`src/rtl/osd_perm_pkg.sv`:
```
`default_nettype none
// ============================================================================
// Module   : osd_perm_pkg
// Purpose  : Shared types and constants for the OSD inverse-permutation
//            stream block: state encoding, counter width helper and the
//            reset value of inverse slots.
// Revision : 1.0 - initial release
// ============================================================================
package osd_perm_pkg;

  // Load the permutation, then drain its inverse; the two never overlap.
  typedef enum logic [0:0] {
    S_LOAD = 1'b0,
    S_OUT  = 1'b1
  } state_t;

  // Value held by every inverse slot after reset/flush/frame end, and by
  // any slot that no input entry wrote.
  localparam int c_INV_RESET = 0;

  // Counters carry one extra bit so that N = 2**WIDTH cannot wrap early.
  function automatic int cnt_width(input int width);
    return width + 1;
  endfunction

endpackage
`default_nettype wire

```
`src/rtl/perm_seen_tracker.sv`:
```
`default_nettype none
// ============================================================================
// Module   : perm_seen_tracker
// Purpose  : Malformed-permutation detector. Keeps an N-bit bitmap of the
//            indices accepted in the current frame and raises a sticky
//            error on an out-of-range index or a repeated index.
// Revision : 1.0 - initial release
// ============================================================================
module perm_seen_tracker
  import osd_perm_pkg::*;
#(
  parameter int N     = 8,
  parameter int WIDTH = $clog2(N)
) (
  input  logic             clk,
  input  logic             rst_n,
  input  logic             i_clear,
  input  logic             i_strobe,
  input  logic [WIDTH-1:0] i_idx,
  output logic             o_err
);

  localparam int            CW  = cnt_width(WIDTH);
  localparam logic [CW-1:0] c_N = CW'(N);

  logic [N-1:0] r_seen;
  logic         r_err;
  logic         w_in_range;
  logic         w_dup;

  assign w_in_range = ({1'b0, i_idx} < c_N);
  assign o_err      = r_err;

  // Look up whether the incoming index was already accepted this frame.
  always_comb begin
    w_dup = 1'b0;
    for (int i = 0; i < N; i++) begin
      if (i_idx == WIDTH'(i) && r_seen[i]) begin
        w_dup = 1'b1;
      end
    end
  end

  // Bitmap and sticky error; both clear together with the inverse array.
  always_ff @(posedge clk) begin
    if (!rst_n || i_clear) begin
      r_seen <= '0;
      r_err  <= 1'b0;
    end else if (i_strobe) begin
      if (!w_in_range || w_dup) begin
        r_err <= 1'b1;
      end
      for (int i = 0; i < N; i++) begin
        if (i_idx == WIDTH'(i)) begin
          r_seen[i] <= 1'b1;
        end
      end
    end
  end

endmodule
`default_nettype wire

```
`src/rtl/perm_inverse_stream.sv`:
```
`default_nettype none
// ============================================================================
// Module   : perm_inverse_stream
// Purpose  : Accepts a length-N permutation lambda one entry per cycle and
//            builds inv[lambda[j]] = j, then streams inv[] out and exposes it
//            as a flat bus. Optional malformed-frame detection is compiled in
//            with macro PERM_INVERSE_CHECK_EN.
// Revision : 1.0 - initial release
// ============================================================================
module perm_inverse_stream
  import osd_perm_pkg::*;
#(
  parameter int N     = 8,
  parameter int WIDTH = $clog2(N)
) (
  input  logic               clk,
  input  logic               rst_n,
  input  logic               flush,
  input  logic               in_valid,
  output logic               in_ready,
  input  logic [WIDTH-1:0]   in_data,
  output logic               out_valid,
  input  logic               out_ready,
  output logic [WIDTH-1:0]   out_data,
  output logic [WIDTH-1:0]   out_idx,
  output logic               out_last,
  output logic [N*WIDTH-1:0] inv_flat,
  output logic               inv_valid,
  output logic               perm_err
);

  localparam int               CW        = cnt_width(WIDTH);
  localparam logic [CW-1:0]    c_LAST    = CW'(N - 1);
  localparam logic [CW-1:0]    c_N       = CW'(N);
  localparam logic [WIDTH-1:0] c_INV_RST = WIDTH'(c_INV_RESET);

  state_t           r_state;
  state_t           w_state_n;
  logic [CW-1:0]    r_j;
  logic [CW-1:0]    r_k;
  logic [WIDTH-1:0] r_inv [N];
  logic             w_acc;
  logic             w_drain;
  logic             w_last;
  logic             w_frame_end;
  logic             w_in_range;
  logic [WIDTH-1:0] w_out_data;

  assign w_last      = (r_k == c_LAST);
  assign w_frame_end = w_drain && w_last;
  assign w_in_range  = ({1'b0, in_data} < c_N);

  assign out_idx  = r_k[WIDTH-1:0];
  assign out_data = w_out_data;
  assign out_last = (r_state == S_OUT) && w_last;

  // State register.
  always_ff @(posedge clk) begin
    if (!rst_n) begin
      r_state <= S_LOAD;
    end else begin
      r_state <= w_state_n;
    end
  end

  // Next state, handshakes and state-decoded outputs; flush drops handshakes.
  always_comb begin
    w_state_n = r_state;
    in_ready  = 1'b0;
    out_valid = 1'b0;
    inv_valid = 1'b0;
    w_acc     = 1'b0;
    w_drain   = 1'b0;
    case (r_state)
      S_LOAD: begin
        in_ready = 1'b1;
        w_acc    = in_valid && !flush;
        if (w_acc && r_j == c_LAST) begin
          w_state_n = S_OUT;
        end
      end
      S_OUT: begin
        out_valid = 1'b1;
        inv_valid = 1'b1;
        w_drain   = out_ready && !flush;
        if (w_drain && w_last) begin
          w_state_n = S_LOAD;
        end
      end
      default: w_state_n = S_LOAD;
    endcase
    if (flush) begin
      w_state_n = S_LOAD;
    end
  end

  // Input and output beat counters.
  always_ff @(posedge clk) begin
    if (!rst_n || flush) begin
      r_j <= '0;
      r_k <= '0;
    end else begin
      if (w_acc) begin
        r_j <= (r_j == c_LAST) ? '0 : r_j + 1'b1;
      end
      if (w_drain) begin
        r_k <= w_last ? '0 : r_k + 1'b1;
      end
    end
  end

  // Inverse array: scatter j into slot lambda[j]; out-of-range indices are dropped.
  always_ff @(posedge clk) begin
    if (!rst_n || flush || w_frame_end) begin
      for (int i = 0; i < N; i++) begin
        r_inv[i] <= c_INV_RST;
      end
    end else if (w_acc && w_in_range) begin
      for (int i = 0; i < N; i++) begin
        if (in_data == WIDTH'(i)) begin
          r_inv[i] <= r_j[WIDTH-1:0];
        end
      end
    end
  end

  // Select inv[k] for the output stream.
  always_comb begin
    w_out_data = c_INV_RST;
    for (int i = 0; i < N; i++) begin
      if (r_k == CW'(i)) begin
        w_out_data = r_inv[i];
      end
    end
  end

  for (genvar g = 0; g < N; g++) begin : g_flat
    assign inv_flat[g*WIDTH +: WIDTH] = r_inv[g];
  end

`ifdef PERM_INVERSE_CHECK_EN
  logic w_err;

  perm_seen_tracker #(
    .N     (N),
    .WIDTH (WIDTH)
  ) u_seen (
    .clk      (clk),
    .rst_n    (rst_n),
    .i_clear  (flush || w_frame_end),
    .i_strobe (w_acc),
    .i_idx    (in_data),
    .o_err    (w_err)
  );

  assign perm_err = w_err;
`else
  assign perm_err = 1'b0;
`endif

endmodule
`default_nettype wire

```
`config.mk`:
```
export PLATFORM = sky130hd
export DESIGN_NAME = perm_inverse_stream
export DESIGN_NICKNAME = d
export VERILOG_FILES = /design/src/rtl/osd_perm_pkg.sv /design/src/rtl/perm_seen_tracker.sv /design/src/rtl/perm_inverse_stream.sv
export SDC_FILE = /design/constraint.sdc
export NUM_CORES = 1
export LEC_CHECK = 0
export CORE_MARGIN = 2
export CORE_UTILIZATION = 52
export CTS_CLUSTER_DIAMETER = 100
export DETAILED_ROUTE_END_ITERATION = 10
export PLACE_DENSITY = 0.86
export RECOVER_POWER = 25
export SETUP_SLACK_MARGIN = 0.3
export SYNTH_ARGS = -nofsm -noshare
export SYNTH_HDL_FRONTEND = slang
export SYNTH_SLANG_ARGS = --single-unit
```
`constraint.sdc`:
```
create_clock -name clk -period 4.6 [get_ports clk]
set_clock_uncertainty 0.15 [all_clocks]
set_input_delay 0.46 -clock clk [delete_from_list [all_inputs] [get_ports clk]]
set_output_delay 0.46 -clock clk [all_outputs]
set_load 0.1 [all_outputs]
```
==> impl_metrics.py <==
metrics = {
    "run_status": {
        "outcome": "completed",
    },
    "clock_tree": {
        "clk_latency_ns": 0.34,
        "cts_hold_buf": 0,
        "htree_num_levels": 2,
        "cts-root-buf": "clkbuf_4",
        "cts_buffer_depth": 2,
        "cts_sinks": 33,
        "numCtsBuffers": 5,
        "clk_pin_slew_worst_paths_ns": 0.10,
        "cts_tree": "done",
        "cts.repair.resized": 0,
        "cts_setup_buffers": 0,
    },
    "pwr": {
        "ir_worst_vdd_v": 0.000251,
        "power_mw": 0.626,
        "power_density_mw_per_mm2": 294,
        "p_leak_nw": 0.795,
    },
    "worst_setup_path": {
        "critical_path.max_fanout": 9,
        "required_ns": 3.99,
        "cpPeakStageDelay_ns": 1.12,
        "r2r-end": "r_inv[1][9]",
        "path_buf_inv": 2,
        "end_kind": "output port",
        "cp.arrival_ns": 3.08,
        "reg2regPathDepth": 4,
        "start_kind": "flop",
        "slowest_stage": "clkdlybuf4s50_1",
        "timing.critical_path.from": "r_k[1]",
        "crit_type": "flop to output port",
        "r2r-start": "r_k[0]",
        "rrSetupSlack_ns": 1.64,
        "cp_top_family": "buffers and inverters",
        "worstPathCellList": "inv_1 -> ha_1 -> nor2b_1 -> a221oi_1 -> nor3_1 -> o31a_1 -> clkdlybuf4s50_1",
    },
    "timing": {
        "hold-worst-slack_ns": 0.393,
        "slew_violations": 0,
        "fin_crit_sh": 0.802,
        "rsz0062_at_grt": "no",
        "setup_tns_ns": 0,
        "setup_violations": 0,
        "tightest_slew_ns": 1.25,
        "max_slew_margin": 0.165,
        "fmax_mhz": 271,
        "final_hold_viol_count": 0,
        "fin_crit_ns": 3.69,
    },
    "logic_synthesis": {
        "yosys.area.top_type": "edfxtp_1",
        "synth_most_common_cell": "nor2_1",
        "synth_mux_area_frac": 0.0118,
        "async_flop_share": 0,
        "synth-xor-area-share": 0.0155,
        "synthesis.nets": 183,
        "yosys_warnings": 0,
        "netlist_instances": 170,
        "synth_adder_area_share": 0.0368,
        "synth_cell_type_count": 38,
        "synth_area_leaders": "edfxtp_1 42%, dfxtp_1 11%, nor2_1 6.0%, nand2_1 4.2%, ha_1 3.7%",
        "synth_edf_count": 24,
        "synth_top_family_by_area": "simple AND/OR/NAND/NOR gates",
        "yosys_register_bits": 33,
        "syn_avg_cell_area_um2": 10.0,
        "ys.flop_type": "edfxtp_1",
        "synth_top_area_share": 0.424,
        "synthSimpleGateAreaFrac": 0.224,
        "ys_top_cells_by_count": "27 x nor2_1, 24 x edfxtp_1, 19 x nand2_1",
        "ys_seq_area_frac": 0.530,
        "synth-compound-area-share": 0.110,
        "syn_area_mm2": 0.00170,
    },
    "global_route": {
        "use_met1": 0.310,
        "grt_pass1_vias": 1398,
        "grt_overflow": 0,
        "antenna_found_initial": 0,
        "met2_usage": 0.442,
        "grt_max_degree": 12,
        "grt_use_met3": 0.0672,
        "grt_util_all_layers": 0.259,
        "busiest_layer": "met2",
        "grt_pass1_wl_um": 6760,
    },
    "placed_design": {
        "portBuffers": 41,
        "place_congestion": 0.863,
        "hpwl_um": 3350,
        "place_inst": 245,
    },
    "floorplan": {
        "core_mm2": 0.00308,
        "rows": 20,
        "initial_utilization": 0.552,
        "ios": 43,
        "die_w_um": 61.2,
        "die_area_mm2": 0.00374,
        "fp.dieH_um": 61.2,
    },
    "hold_path": {
        "min_path_cells": 2,
        "hold_end": "r_k[3]",
        "min_path_type": "flop to flop",
        "hold_path.startpoint": "r_k[3]",
    },
    "detailed_routing": {
        "drc": 0,
        "dr_total_vias": 1430,
        "totalWireLength_um": 4330,
        "final_antenna_net_count": 0,
        "drt_iter0_markers": 98,
        "drt-wirelength-per-cell_um": 17.1,
        "dr.pass1.iters": 4,
        "avgViaCountPerCell": 5.65,
    },
    "cells_and_area": {
        "fillers": 271,
        "regArea_um2": 901,
        "n_antenna_cell": 0,
        "multi_input_area_um2": 673,
        "syn2layout_area_growth_pct": 25.4,
        "layout.nets": 221,
        "drive_gt1_frac": 0.0526,
        "final_cells": 253,
    },
    "job": {
        "drv_cap": 0,
    },
}
==> final cells by class <==
class | instances | share of cell area
Tap cell | 44 | 0.0258
Timing Repair Buffer | 41 | 0.192
Inverter | 11 | 0.0194
Clock buffer | 6 | 0.0194
Sequential cell | 33 | 0.423
Multi-Input combinational cell | 116 | 0.316
Clock inverter | 2 | 0.00469
==> report_power, final <==
part	switching, mW	internal (mW)	leakage (nW)
sequential	0.00774	0.328	0.341
combinational	0.105	0.0280	0.422
clock	0.0988	0.0581	0.0320
total	0.212	0.414	0.795
==> layer usage <==
layer,wire length (um),part of all wire,vias up
met4,88,0.020,0
met3,246,0.057,11
li1,-,-,667
met2,2300,0.53,70
met1,1700,0.39,682
met5,0,0,-
==> state kept, by name, indices dropped and copies added (netlist names) <==
signal / count
r_j: 4
r_inv: 24
r_state: 1
r_k: 4
==> per-stage QoR <==
step | util | area [um2] | setup WS, ns
final | 0.693 | 2130 | 0.912
after global routing | 0.693 | 2130 | 0.651
after CTS | 0.697 | 2140 | 0.928
after detailed placement | 0.680 | 2090 | 1.33
after global placement | 0.680 | 2090 | 1.44
after floorplan | - | 1710 | 0.990
==> kinds of logic (layout without fill, tap and decap cells) <==
kind of cell	after synthesis	in the layout
simple gates	77	77
flops	33	33
compound gates	28	28
buf+inv	21	60
fa+ha+maj	5	5
xor+xnor	3	3
mux	2	2
other cells	1	1
==> worst reg2reg max path, cell delays in order (launching register included) <==
cell	delay [ns]
dfxtp_1	0.38
ha_1	0.32
and3b_1	0.27
a31oi_1	0.94
o21ai_0	0.52
==> cells in the final DEF, fill, tap and decap left out, types with 3 or more instances in the layout <==
| cell type | n |
|---|---|
| o21ai_0 | 8 |
| a21oi_1 | 7 |
| inv_1 | 11 |
| clkdlybuf4s50_1 | 38 |
| nand2_1 | 19 |
| ha_1 | 5 |
| clkbuf_4 | 5 |
| nand3_1 | 5 |
| nor3_1 | 5 |
| dlygate4sd3_1 | 3 |
| nor2_1 | 27 |
| dfxtp_1 | 9 |
| edfxtp_1 | 24 |
| nor3b_1 | 3 |
| nor2b_1 | 4 |
| nand2b_1 | 3 |
| nand4_1 | 3 |
==> how the worst max path moves through the flow <==
stage	end	depth (start not counted)	slack (ns)
after CTS	out_data[1]	7	0.93
after detailed placement	out_data[1]	7	1.33
after global placement	out_data[1]	7	1.44
after global routing	out_data[1]	7	0.65
after floorplan	out_last	3	0.99
final	out_data[1]	7	0.91
No activity file was read; power rests on OpenSTA's default activity.
